**config.mk**
```make
export PLATFORM = sky130hd
export DESIGN_NAME = regfile_sp_flat
export DESIGN_NICKNAME = d
export VERILOG_FILES = /design/src/rtl/regfile_sp_if.sv /design/src/rtl/regfile_sp.sv /design/src/flat_wrapper.sv
export SDC_FILE = /design/constraint.sdc
export NUM_CORES = 1
export LEC_CHECK = 0
export ABC_AREA = 1
export CAP_MARGIN = 5
export CORE_ASPECT_RATIO = 0.5
export CORE_MARGIN = 2
export CORE_UTILIZATION = 59
export DETAILED_ROUTE_END_ITERATION = 7
export GPL_ROUTABILITY_DRIVEN = 1
export PLACE_DENSITY = 0.76
export SYNTH_ARGS = -nofsm -noshare
export SYNTH_HDL_FRONTEND = slang
export SYNTH_SLANG_ARGS = --single-unit
```
**constraint.sdc**
```tcl
create_clock -name clk -period 4.35 [get_ports clk]
set_clock_uncertainty 0.05 [all_clocks]
set_input_delay 1.0875 -clock clk [delete_from_list [all_inputs] [get_ports clk]]
set_output_delay 1.0875 -clock clk [all_outputs]
set_load 0.01 [all_outputs]
```
**src/rtl/regfile_sp_if.sv**
```systemverilog
// Bus bundle for the regfile_sp register file: write port, two read ports,
// stack-pointer controls and bulk-clear handshake.
interface regfile_sp_if #(
   parameter int WIDTH = 8,
   parameter int AW    = 5
);
   logic             we;
   logic [AW-1:0]    waddr;
   logic [WIDTH-1:0] wdata;
   logic [AW-1:0]    raddr_a;
   logic [WIDTH-1:0] rdata_a;
   logic [AW-1:0]    raddr_b;
   logic [WIDTH-1:0] rdata_b;
   logic             sp_inc;
   logic             sp_dec;
   logic [WIDTH-1:0] sp;
   logic             clr_start;
   logic             busy;

   modport master (
      output we, waddr, wdata, raddr_a, raddr_b, sp_inc, sp_dec, clr_start,
      input  rdata_a, rdata_b, sp, busy
   );

   modport slave (
      input  we, waddr, wdata, raddr_a, raddr_b, sp_inc, sp_dec, clr_start,
      output rdata_a, rdata_b, sp, busy
   );
endinterface

```
**src/rtl/regfile_sp.sv**
```systemverilog
// Multi-port register file with write-through bypass, a hardware stack-pointer
// register and a sequenced bulk-clear engine.
module regfile_sp #(
   parameter int               WIDTH  = 8,
   parameter int               DEPTH  = 32,
   parameter int               AW     = 5,
   parameter int               SP_IDX = 29,
   parameter logic [WIDTH-1:0] SP_RST = {WIDTH{1'b1}}
) (
   input  logic         clk,
   input  logic         rst_n,
   regfile_sp_if.slave  bus
);

   localparam logic [AW:0]   DEPTH_L  = (AW+1)'(DEPTH);
   localparam logic [AW-1:0] SP_ADDR  = AW'(SP_IDX);
   localparam logic [AW-1:0] LAST_PTR = AW'(DEPTH - 1);

   typedef enum logic [0:0] {
      ST_IDLE  = 1'b0,
      ST_CLEAR = 1'b1
   } state_t;

   state_t           state_r;
   state_t           state_nxt_s;
   logic [AW-1:0]    ptr_r;
   logic [WIDTH-1:0] regs_r [DEPTH];

   logic             busy_s;
   logic             clr_load_s;
   logic             wr_acc_s;
   logic             wr_sp_s;
   logic             sp_op_s;
   logic [WIDTH-1:0] sp_nxt_s;
   logic [WIDTH-1:0] rdata_a_s;
   logic [WIDTH-1:0] rdata_b_s;

   function automatic logic [WIDTH-1:0] rst_val(input int idx);
      return (idx == SP_IDX) ? SP_RST : {WIDTH{1'b0}};
   endfunction

   // FSM state register
   always_ff @(posedge clk or negedge rst_n) begin
      if (!rst_n) begin
         state_r <= ST_IDLE;
      end else begin
         state_r <= state_nxt_s;
      end
   end

   // FSM next-state logic
   always_comb begin
      state_nxt_s = state_r;
      case (state_r)
         ST_IDLE: begin
            if (bus.clr_start) begin
               state_nxt_s = ST_CLEAR;
            end else begin
               state_nxt_s = ST_IDLE;
            end
         end
         ST_CLEAR: begin
            if (ptr_r == LAST_PTR) begin
               state_nxt_s = ST_IDLE;
            end else begin
               state_nxt_s = ST_CLEAR;
            end
         end
         default: state_nxt_s = ST_IDLE;
      endcase
   end

   // FSM output decode
   always_comb begin
      busy_s     = 1'b0;
      clr_load_s = 1'b0;
      case (state_r)
         ST_IDLE: begin
            busy_s     = 1'b0;
            clr_load_s = bus.clr_start;
         end
         ST_CLEAR: begin
            busy_s     = 1'b1;
            clr_load_s = 1'b0;
         end
         default: begin
            busy_s     = 1'b0;
            clr_load_s = 1'b0;
         end
      endcase
   end

   // clear sweep pointer
   always_ff @(posedge clk or negedge rst_n) begin
      if (!rst_n) begin
         ptr_r <= {AW{1'b0}};
      end else if (clr_load_s) begin
         ptr_r <= {AW{1'b0}};
      end else if (busy_s) begin
         ptr_r <= ptr_r + AW'(1);
      end else begin
         ptr_r <= ptr_r;
      end
   end

   // write / SP-op acceptance; a write to SP wins over inc/dec
   always_comb begin
      wr_acc_s = !busy_s && bus.we && ({1'b0, bus.waddr} < DEPTH_L);
      wr_sp_s  = wr_acc_s && (bus.waddr == SP_ADDR);
      sp_op_s  = !busy_s && (bus.sp_inc ^ bus.sp_dec) && !wr_sp_s;
      if (bus.sp_inc) begin
         sp_nxt_s = regs_r[SP_IDX] + WIDTH'(1);
      end else begin
         sp_nxt_s = regs_r[SP_IDX] - WIDTH'(1);
      end
   end

   // register array: reset, clear sweep, write port, SP update
   always_ff @(posedge clk or negedge rst_n) begin
      if (!rst_n) begin
         for (int i = 0; i < DEPTH; i++) begin
            regs_r[i] <= rst_val(i);
         end
      end else begin
         for (int i = 0; i < DEPTH; i++) begin
            if (busy_s) begin
               if (ptr_r == AW'(i)) begin
                  regs_r[i] <= rst_val(i);
               end
            end else if (wr_acc_s && (bus.waddr == AW'(i))) begin
               regs_r[i] <= bus.wdata;
            end else if ((i == SP_IDX) && sp_op_s) begin
               regs_r[i] <= sp_nxt_s;
            end
         end
      end
   end

   // read ports; out-of-range addresses fall through to zero
   always_comb begin
      rdata_a_s = {WIDTH{1'b0}};
      rdata_b_s = {WIDTH{1'b0}};
      for (int i = 0; i < DEPTH; i++) begin
         rdata_a_s = (bus.raddr_a == AW'(i)) ? regs_r[i] : rdata_a_s;
         rdata_b_s = (bus.raddr_b == AW'(i)) ? regs_r[i] : rdata_b_s;
      end
      rdata_a_s = (wr_acc_s && (bus.waddr == bus.raddr_a)) ? bus.wdata : rdata_a_s;
      rdata_b_s = (wr_acc_s && (bus.waddr == bus.raddr_b)) ? bus.wdata : rdata_b_s;
   end

   assign bus.rdata_a = rdata_a_s;
   assign bus.rdata_b = rdata_b_s;
   assign bus.sp      = regs_r[SP_IDX];
   assign bus.busy    = busy_s;

endmodule

```
**src/flat_wrapper.sv**
```systemverilog
// flat-port wrapper written by rule: the top's interface ports become plain ports
module regfile_sp_flat 
#(
   parameter int               WIDTH  = 8,
   parameter int               DEPTH  = 32,
   parameter int               AW     = 5,
   parameter int               SP_IDX = 29,
   parameter logic [WIDTH-1:0] SP_RST = {WIDTH{1'b1}}
)
  (clk, rst_n, bus_we, bus_waddr, bus_wdata, bus_raddr_a, bus_raddr_b, bus_sp_inc, bus_sp_dec, bus_clr_start, bus_rdata_a, bus_rdata_b, bus_sp, bus_busy);
  regfile_sp_if #(.WIDTH(WIDTH), .AW(AW)) bus_i ();
  input  logic clk;
  input  logic rst_n;
  input wire logic [$bits(bus_i.we)-1:0] bus_we;
  input wire logic [$bits(bus_i.waddr)-1:0] bus_waddr;
  input wire logic [$bits(bus_i.wdata)-1:0] bus_wdata;
  input wire logic [$bits(bus_i.raddr_a)-1:0] bus_raddr_a;
  input wire logic [$bits(bus_i.raddr_b)-1:0] bus_raddr_b;
  input wire logic [$bits(bus_i.sp_inc)-1:0] bus_sp_inc;
  input wire logic [$bits(bus_i.sp_dec)-1:0] bus_sp_dec;
  input wire logic [$bits(bus_i.clr_start)-1:0] bus_clr_start;
  output wire logic [$bits(bus_i.rdata_a)-1:0] bus_rdata_a;
  output wire logic [$bits(bus_i.rdata_b)-1:0] bus_rdata_b;
  output wire logic [$bits(bus_i.sp)-1:0] bus_sp;
  output wire logic [$bits(bus_i.busy)-1:0] bus_busy;
  assign bus_i.we = bus_we;
  assign bus_i.waddr = bus_waddr;
  assign bus_i.wdata = bus_wdata;
  assign bus_i.raddr_a = bus_raddr_a;
  assign bus_i.raddr_b = bus_raddr_b;
  assign bus_i.sp_inc = bus_sp_inc;
  assign bus_i.sp_dec = bus_sp_dec;
  assign bus_i.clr_start = bus_clr_start;
  assign bus_rdata_a = bus_i.rdata_a;
  assign bus_rdata_b = bus_i.rdata_b;
  assign bus_sp = bus_i.sp;
  assign bus_busy = bus_i.busy;
  regfile_sp #(.WIDTH(WIDTH), .DEPTH(DEPTH), .AW(AW), .SP_IDX(SP_IDX), .SP_RST(SP_RST)) u_core (.clk(clk), .rst_n(rst_n), .bus(bus_i));
endmodule
```
==> metrics, run 1 <==
status=complete, but fails checks; failing checks=negative setup slack; Synth warnings=0; Clock transition at path regs=60 ps; die span in y=120 µm; Crit path depth=24; Worst setup EP type=primary output; Peak Freq=205 MHz; #FFs+latches synth=262; Final Setup Violations=16; CP most frequent cell=nand2_1; max cap viols=0; met3 WL post-DR=7.35 mm; Die X=236 µm; clock root cell=clkbuf_16; path type of the worst min-delay path=input pin to asynchronous set/reset pin; cell accounting for the most synthesized area=dfrtp_1; critical path data required time=3210 ps; slew margin rel.=28.4%; footprint of the multi-input gates=8210 µm²; Initial DRT Pass Iterations=6; worst flop-to-flop path startpoint=u_core.state_r; Synth Net Count=2330; Critical Path Max Stage Delay=190 ps; post-route setup slack=-523 ps; Die ar.=28300 µm²; Post-Place Cells=2835; final core utilization=75.6%; Detail Route met2 WL=24.0 mm; post-detail-place hpwl=40.6 mm; vias=16900; DR WL/cell=19.7 µm; DRT iter0 DRCs=2302; ys async rst share=100%; Ports=54; share of the yosys chip area belonging to registers=41.4%; DRC violation count after routing=0; clk_lat worst skew=570 ps; Worst R2R Setup Slack=1680 ps; Syn Area/Cell=6.93 µm²; vias in the first global route=15600; first-pass GRT wire length=87.1 mm; Syn Inst Count=2288; Post-Syn Area=15900 µm²; cells taking the most area after synthesis=dfrtp_1 (40%), nand2_1 (17%), o21ai_0 (8.4%); Yosys cell types=43; share of the synthesized area in the top cell type=40.1%; TritonCTS clock tree=yes; leakage power=9.54 nW; std cell rows=42; Setup CP Type=input pin to primary output; initial core utilization=60.0%; P per Cell Area=485 nW/µm²; maximum clock path buffer count=3; worst slew pin tran=1070 ps; IO buf count=53; CTS Hold Bufs=0; Via density=5.83; critical-path maximum fanout=3; RR Endpoint=u_core.regs_r[193]; largest net degree at the start of global routing=87; Largest delay share family, worst path=simple AND/OR/NAND/NOR gates; final-layout fill cell count=2028; final wirelength=57.2 mm; gr usage total=39.9%; maximum vdd drop=0.000363 V; met1 wire length=23.6 mm; Antenna Nets Post-Route=0; Hold Vio Cnt, Final=0; Cell Chain, Critical Path=buf_12 -> buf_8 -> nor2_4 -> nand2_2 -> nor2_4 -> nand2_1 -> nand2_1 -> nor3_4 -> nand4_1 -> nand2_1 -> nand4_1 -> nor2_1 -> nand4_1 -> nand2_1 -> nand4_1 -> nand2_1 -> nand4_1 -> nand2_1 -> nand4_1 -> nand2_1 -> nand4_1 -> nand2_1 -> nand2_1 -> buf_2; share of cells above drive strength 1=21.9%; Post-synth EDFFs=0; gpl congestion=0.997; RSZ-0062 raised after global routing=yes; Overflow after GRT=0; initial antenna violation count=0; FF/Latch Area=6570 µm²; CP max-delay cell=nor3_4; worst reg2reg path depth=5; Final period util=112%; nets=2573; clk sink count=262; CP arrival=3740 ps; H-tree depth=1; floorplan core area=26400 µm²; Slew Viols, Final=0; critical path startpoint category=input pin; Ant. Diodes=0; highest metal used=met4; CP bufs+invs=3; Setup TNS=-5920 ps; top_reg_cell synth=dfrtp_1; total CTS buffers=25; min cycle time layout=4870 ps; fin cells=2900; area delta synth->final=26.0%
[power breakdown]
part           total [mW]  switching [mW]  leakage [nW]  internal (mW)
combinational        3.16            2.02          5.82           1.14
clock                2.34            1.00         0.423           1.34
sequential           4.20           0.744          3.30           3.46
total                9.71            3.77          9.54           5.94
[cell usage after synthesis, types with 9 or more instances]
master and instances:
nand2_1 699, inv_1 350, o21ai_0 265, dfrtp_1 254, nor2_1 203, a21oi_1 100, nand4_1 85, nand3_1 79
clkbuf_1 64, mux2_2 47, a22o_1 22, ha_1 12, nor2_2 12, buf_4 9
[timing repair]
| action | in CTS | in global routing |
|---|---|---|
| setup buffers | 18 | 6 |
| pin swaps | 165 | 185 |
| gates cloned | 1 | 0 |
| gates resized for setup | 252 | 104 |
| endpoints found under the setup margin | 16 | 16 |
[final cells by class]
type	instances	share of cell area (%)
multi-input combinational	1584	41.0
sequential	262	32.8
timing repair buffer	298	12.7
inverter	360	6.95
clock buffer	35	3.62
tap	352	2.20
clock inverter	9	0.638
[metal layers]
layer  global-route usage [%]  up-vias
met3                     12.2      168
met2                     58.4     1006
met5                        0        -
met1                     56.0     7960
li1                         -     7784
met4                     14.1        0
[worst max path at each step]
stage                   start        endpoint  slack, ps
3_3_place_gp   bus_raddr_a[0]  bus_rdata_a[0]      -1340
3_5_place_dp   bus_raddr_a[0]  bus_rdata_a[6]      -1340
4_1_cts        bus_raddr_b[1]  bus_rdata_b[2]       -570
6_report       bus_raddr_a[1]  bus_rdata_a[5]       -520
5_1_grt        bus_raddr_a[1]  bus_rdata_a[5]       -610
2_1_floorplan  bus_raddr_b[3]  bus_rdata_b[5]        360
[layout by cell type, fill, tap and decap left out, drive strengths merged, types with 2 or more instances in the layout]
cell,synthesis,layout
nand3,80,80
nor3,10,10
dfrtp,254,254
bufinv,0,3
nand2,703,703
a22o,22,22
clkinv,3,9
mux2,47,47
dfstp,8,8
a31oi,3,3
ha,12,12
nor2,220,221
a21oi,100,100
o21ai,265,265
a32o,8,8
nand4,85,85
nand3b,2,2
buf,19,272
or2,3,3
inv,357,357
clkbuf,64,35
clkdlybuf4s50,0,26
xor2,2,2
o22ai,8,8
a221oi,4,4
[logic make-up after synthesis]
group           synth area share [%]
simple gates                    29.0
fa+ha+maj                       1.07
compound gates                  14.2
xor+xnor                       0.166
flops                           41.4
buf+inv                         10.8
mux                             3.40
[state kept, by name, indices dropped and copies added (netlist names)]
register and cells:
u_core.regs_r 248, u_core.state_r 1, u_core.ptr_r 5, u_core.bus.sp 8
[metrics by stage]
step	setup slack [ps]	total power, mW	hold WS, ps	instance area (µm²)
floorplan	356	5.96	403	15900
global placement	-1340	7.07	424	18300
detailed placement	-1340	7.17	422	18300
CTS	-569	9.57	462	19600
global route	-612	10.2	480	20000
finish	-523	9.71	471	20000
Power figures use the tool's default switching activity.
==> run 2, diff against run 1 <==
--- a/config.mk
+++ b/config.mk
@@ -12,6 +12,7 @@
 export CORE_UTILIZATION = 59
 export DETAILED_ROUTE_END_ITERATION = 7
 export GPL_ROUTABILITY_DRIVEN = 1
+export HOLD_SLACK_MARGIN = 0.05
 export PLACE_DENSITY = 0.76
 export SYNTH_ARGS = -nofsm -noshare
 export SYNTH_HDL_FRONTEND = slang
==> results of run 2 <==
No change in the layout: final DEF, timing and power equal those of run 1.
==> run 3, diff against run 2 <==
--- a/config.mk
+++ b/config.mk
@@ -10,6 +10,7 @@
 export CORE_ASPECT_RATIO = 0.5
 export CORE_MARGIN = 2
 export CORE_UTILIZATION = 59
+export CTS_BUF_LIST = sky130_fd_sc_hd__clkbuf_2 sky130_fd_sc_hd__clkbuf_4 sky130_fd_sc_hd__clkbuf_8
 export DETAILED_ROUTE_END_ITERATION = 7
 export GPL_ROUTABILITY_DRIVEN = 1
 export HOLD_SLACK_MARGIN = 0.05
==> run 3 against run 2 <==
The run still ends with negative setup slack left. Sequential power is essentially flat. Cell area grew 1.2%. Fmax grew 0.58%.
==> metrics, run 3 (synthesis gave the netlist of run 1 again) <==
CP bufs+invs=5; clock root cell=clkbuf_8; area delta synth->final=27.5%; commonest non-fill, non-tap cell in the layout=nand2_1; failing checks=negative setup slack; maximum vdd drop=0.000408 V; post-detail-place hpwl=40.6 mm; Ports=54; IO buf count=53; Most flops, register=u_core.regs_r; die span in y=120 µm; Hold Vio Cnt, Final=0; Overflow after GRT=0; post-route setup slack=-495 ps; floorplan core area=26400 µm²; clk sink count=262; worst reg2reg path depth=5; slew margin rel.=31.1%; initial core utilization=60.0%; clk_lat worst skew=590 ps; vias in the first global route=15800; Via density=5.91; worst slew pin tran=1030 ps; gpl congestion=0.997; share of cells above drive strength 1=23.5%; DR WL/cell=19.9 µm; total CTS buffers=40; final core utilization=76.5%; FF/Latch Area=6570 µm²; critical path startpoint category=input pin; gr usage total=40.5%; Final Setup Violations=16; Final period util=111%; critical path data required time=3210 ps; CP most frequent cell=nand2_1; Antenna Nets Post-Route=0; TritonCTS clock tree=yes; Clock transition at path regs=60 ps; footprint of the multi-input gates=8250 µm²; RSZ-0062 raised after global routing=yes; max reg flops=248; H-tree depth=2; final instance area=20200 µm²; min cycle time layout=4840 ps; Initial DRT Pass Iterations=6; largest net degree at the start of global routing=87; Ant. Diodes=0; most frequent cells in the layout=nand2_1 (639), inv_1 (339), o21ai_0 (262); Crit path depth=26; maximum clock path buffer count=3; Peak Freq=206 MHz; nets=2599; final wirelength=58.4 mm; critical-path maximum fanout=5; Die X=236 µm; CP max-delay cell=buf_6; max cap viols=0; CTS Hold Bufs=0; initial antenna violation count=1; Largest delay share family, worst path=simple AND/OR/NAND/NOR gates; first-pass GRT wire length=88.6 mm; final-layout fill cell count=2007; Die ar.=28300 µm²; DRC violation count after routing=0; DRT iter0 DRCs=2564; Worst setup EP type=primary output; vias=17400; CP arrival=3710 ps; cell area after placement=18300 µm²; status=complete, but fails checks; path type of the worst min-delay path=input pin to asynchronous set/reset pin; Slew Viols, Final=0; P per Cell Area=487 nW/µm²; leakage power=9.69 nW; Setup CP Type=input pin to primary output; Critical Path Max Stage Delay=130 ps; std cell rows=42
==> run 3: changes by cell type in the layout (fill, tap and decap cells not counted), moves of 6 or more <==
cell,change
nor2_2,-8
clkbuf_4,+9
clkbuf_16,-25
nand2_2,+6
clkbuf_8,+49
nand2_1,-6
buf_4,+8
==> run 3: through the flow <==
step	total power, mW	setup TNS, ps	hold WS, ps	setup slack, ps	instances
2_1_floorplan	5.96	0	403	356	2288
3_3_place_gp	7.07	-19980	424	-1340	2835
3_5_place_dp	7.17	-20220	422	-1340	2835
4_1_cts	9.66	-6270	438	-544	2931
5_1_grt	10.4	-8150	480	-606	2940
6_report	9.85	-6060	446	-495	2940
==> run 3: path summary, 6_finish.rpt <==
path	start	to	slack [ps]
min in group clk	u_core.regs_r[7]	u_core.regs_r[7]	450
worst min-delay path	rst_n	u_core.regs_r[6]	450
worst min register to register	u_core.regs_r[7]	u_core.regs_r[7]	450
worst max-delay path	bus_raddr_b[3]	bus_rdata_b[0]	-490
worst max register to register	u_core.state_r	u_core.regs_r[200]	1700
max in group asynchronous	rst_n	u_core.bus.sp[0]	2820
==> run 3: timing repair <==
item | in CTS | in global routing
pin swaps | 163 | 190
buffers inserted | 23 | 11
cloned | 1 | 0
setup endpoints to repair | 16 | 16
gates resized for setup | 258 | 109
==> run 3: layout make-up <==
cell class                 instances  share of cell area, %
clock buffer                      63                   4.04
multi-input combinational       1584                   40.8
sequential                       262                   32.5
tap                              352                   2.18
timing repair buffer             309                   13.0
clock inverter                    10                  0.643
inverter                         360                   6.86
==> run 3: power breakdown <==
group	internal (mW)	leakage, nW	total (mW)	switching, mW
registers	3.46	3.30	4.22	0.755
logic	1.14	5.90	3.18	2.03
clock network	1.38	0.494	2.46	1.09
total	5.98	9.69	9.85	3.87
==> run 3: routing by layer <==
metal | vias up | GRT usage (%) | routed length [µm]
met5 | - | 0 | 0
met3 | 197 | 9.85 | 7900
met2 | 1206 | 60.1 | 24500
met4 | 0 | 12.1 | 2090
li1 | 7833 | - | -
met1 | 8126 | 58.6 | 23900
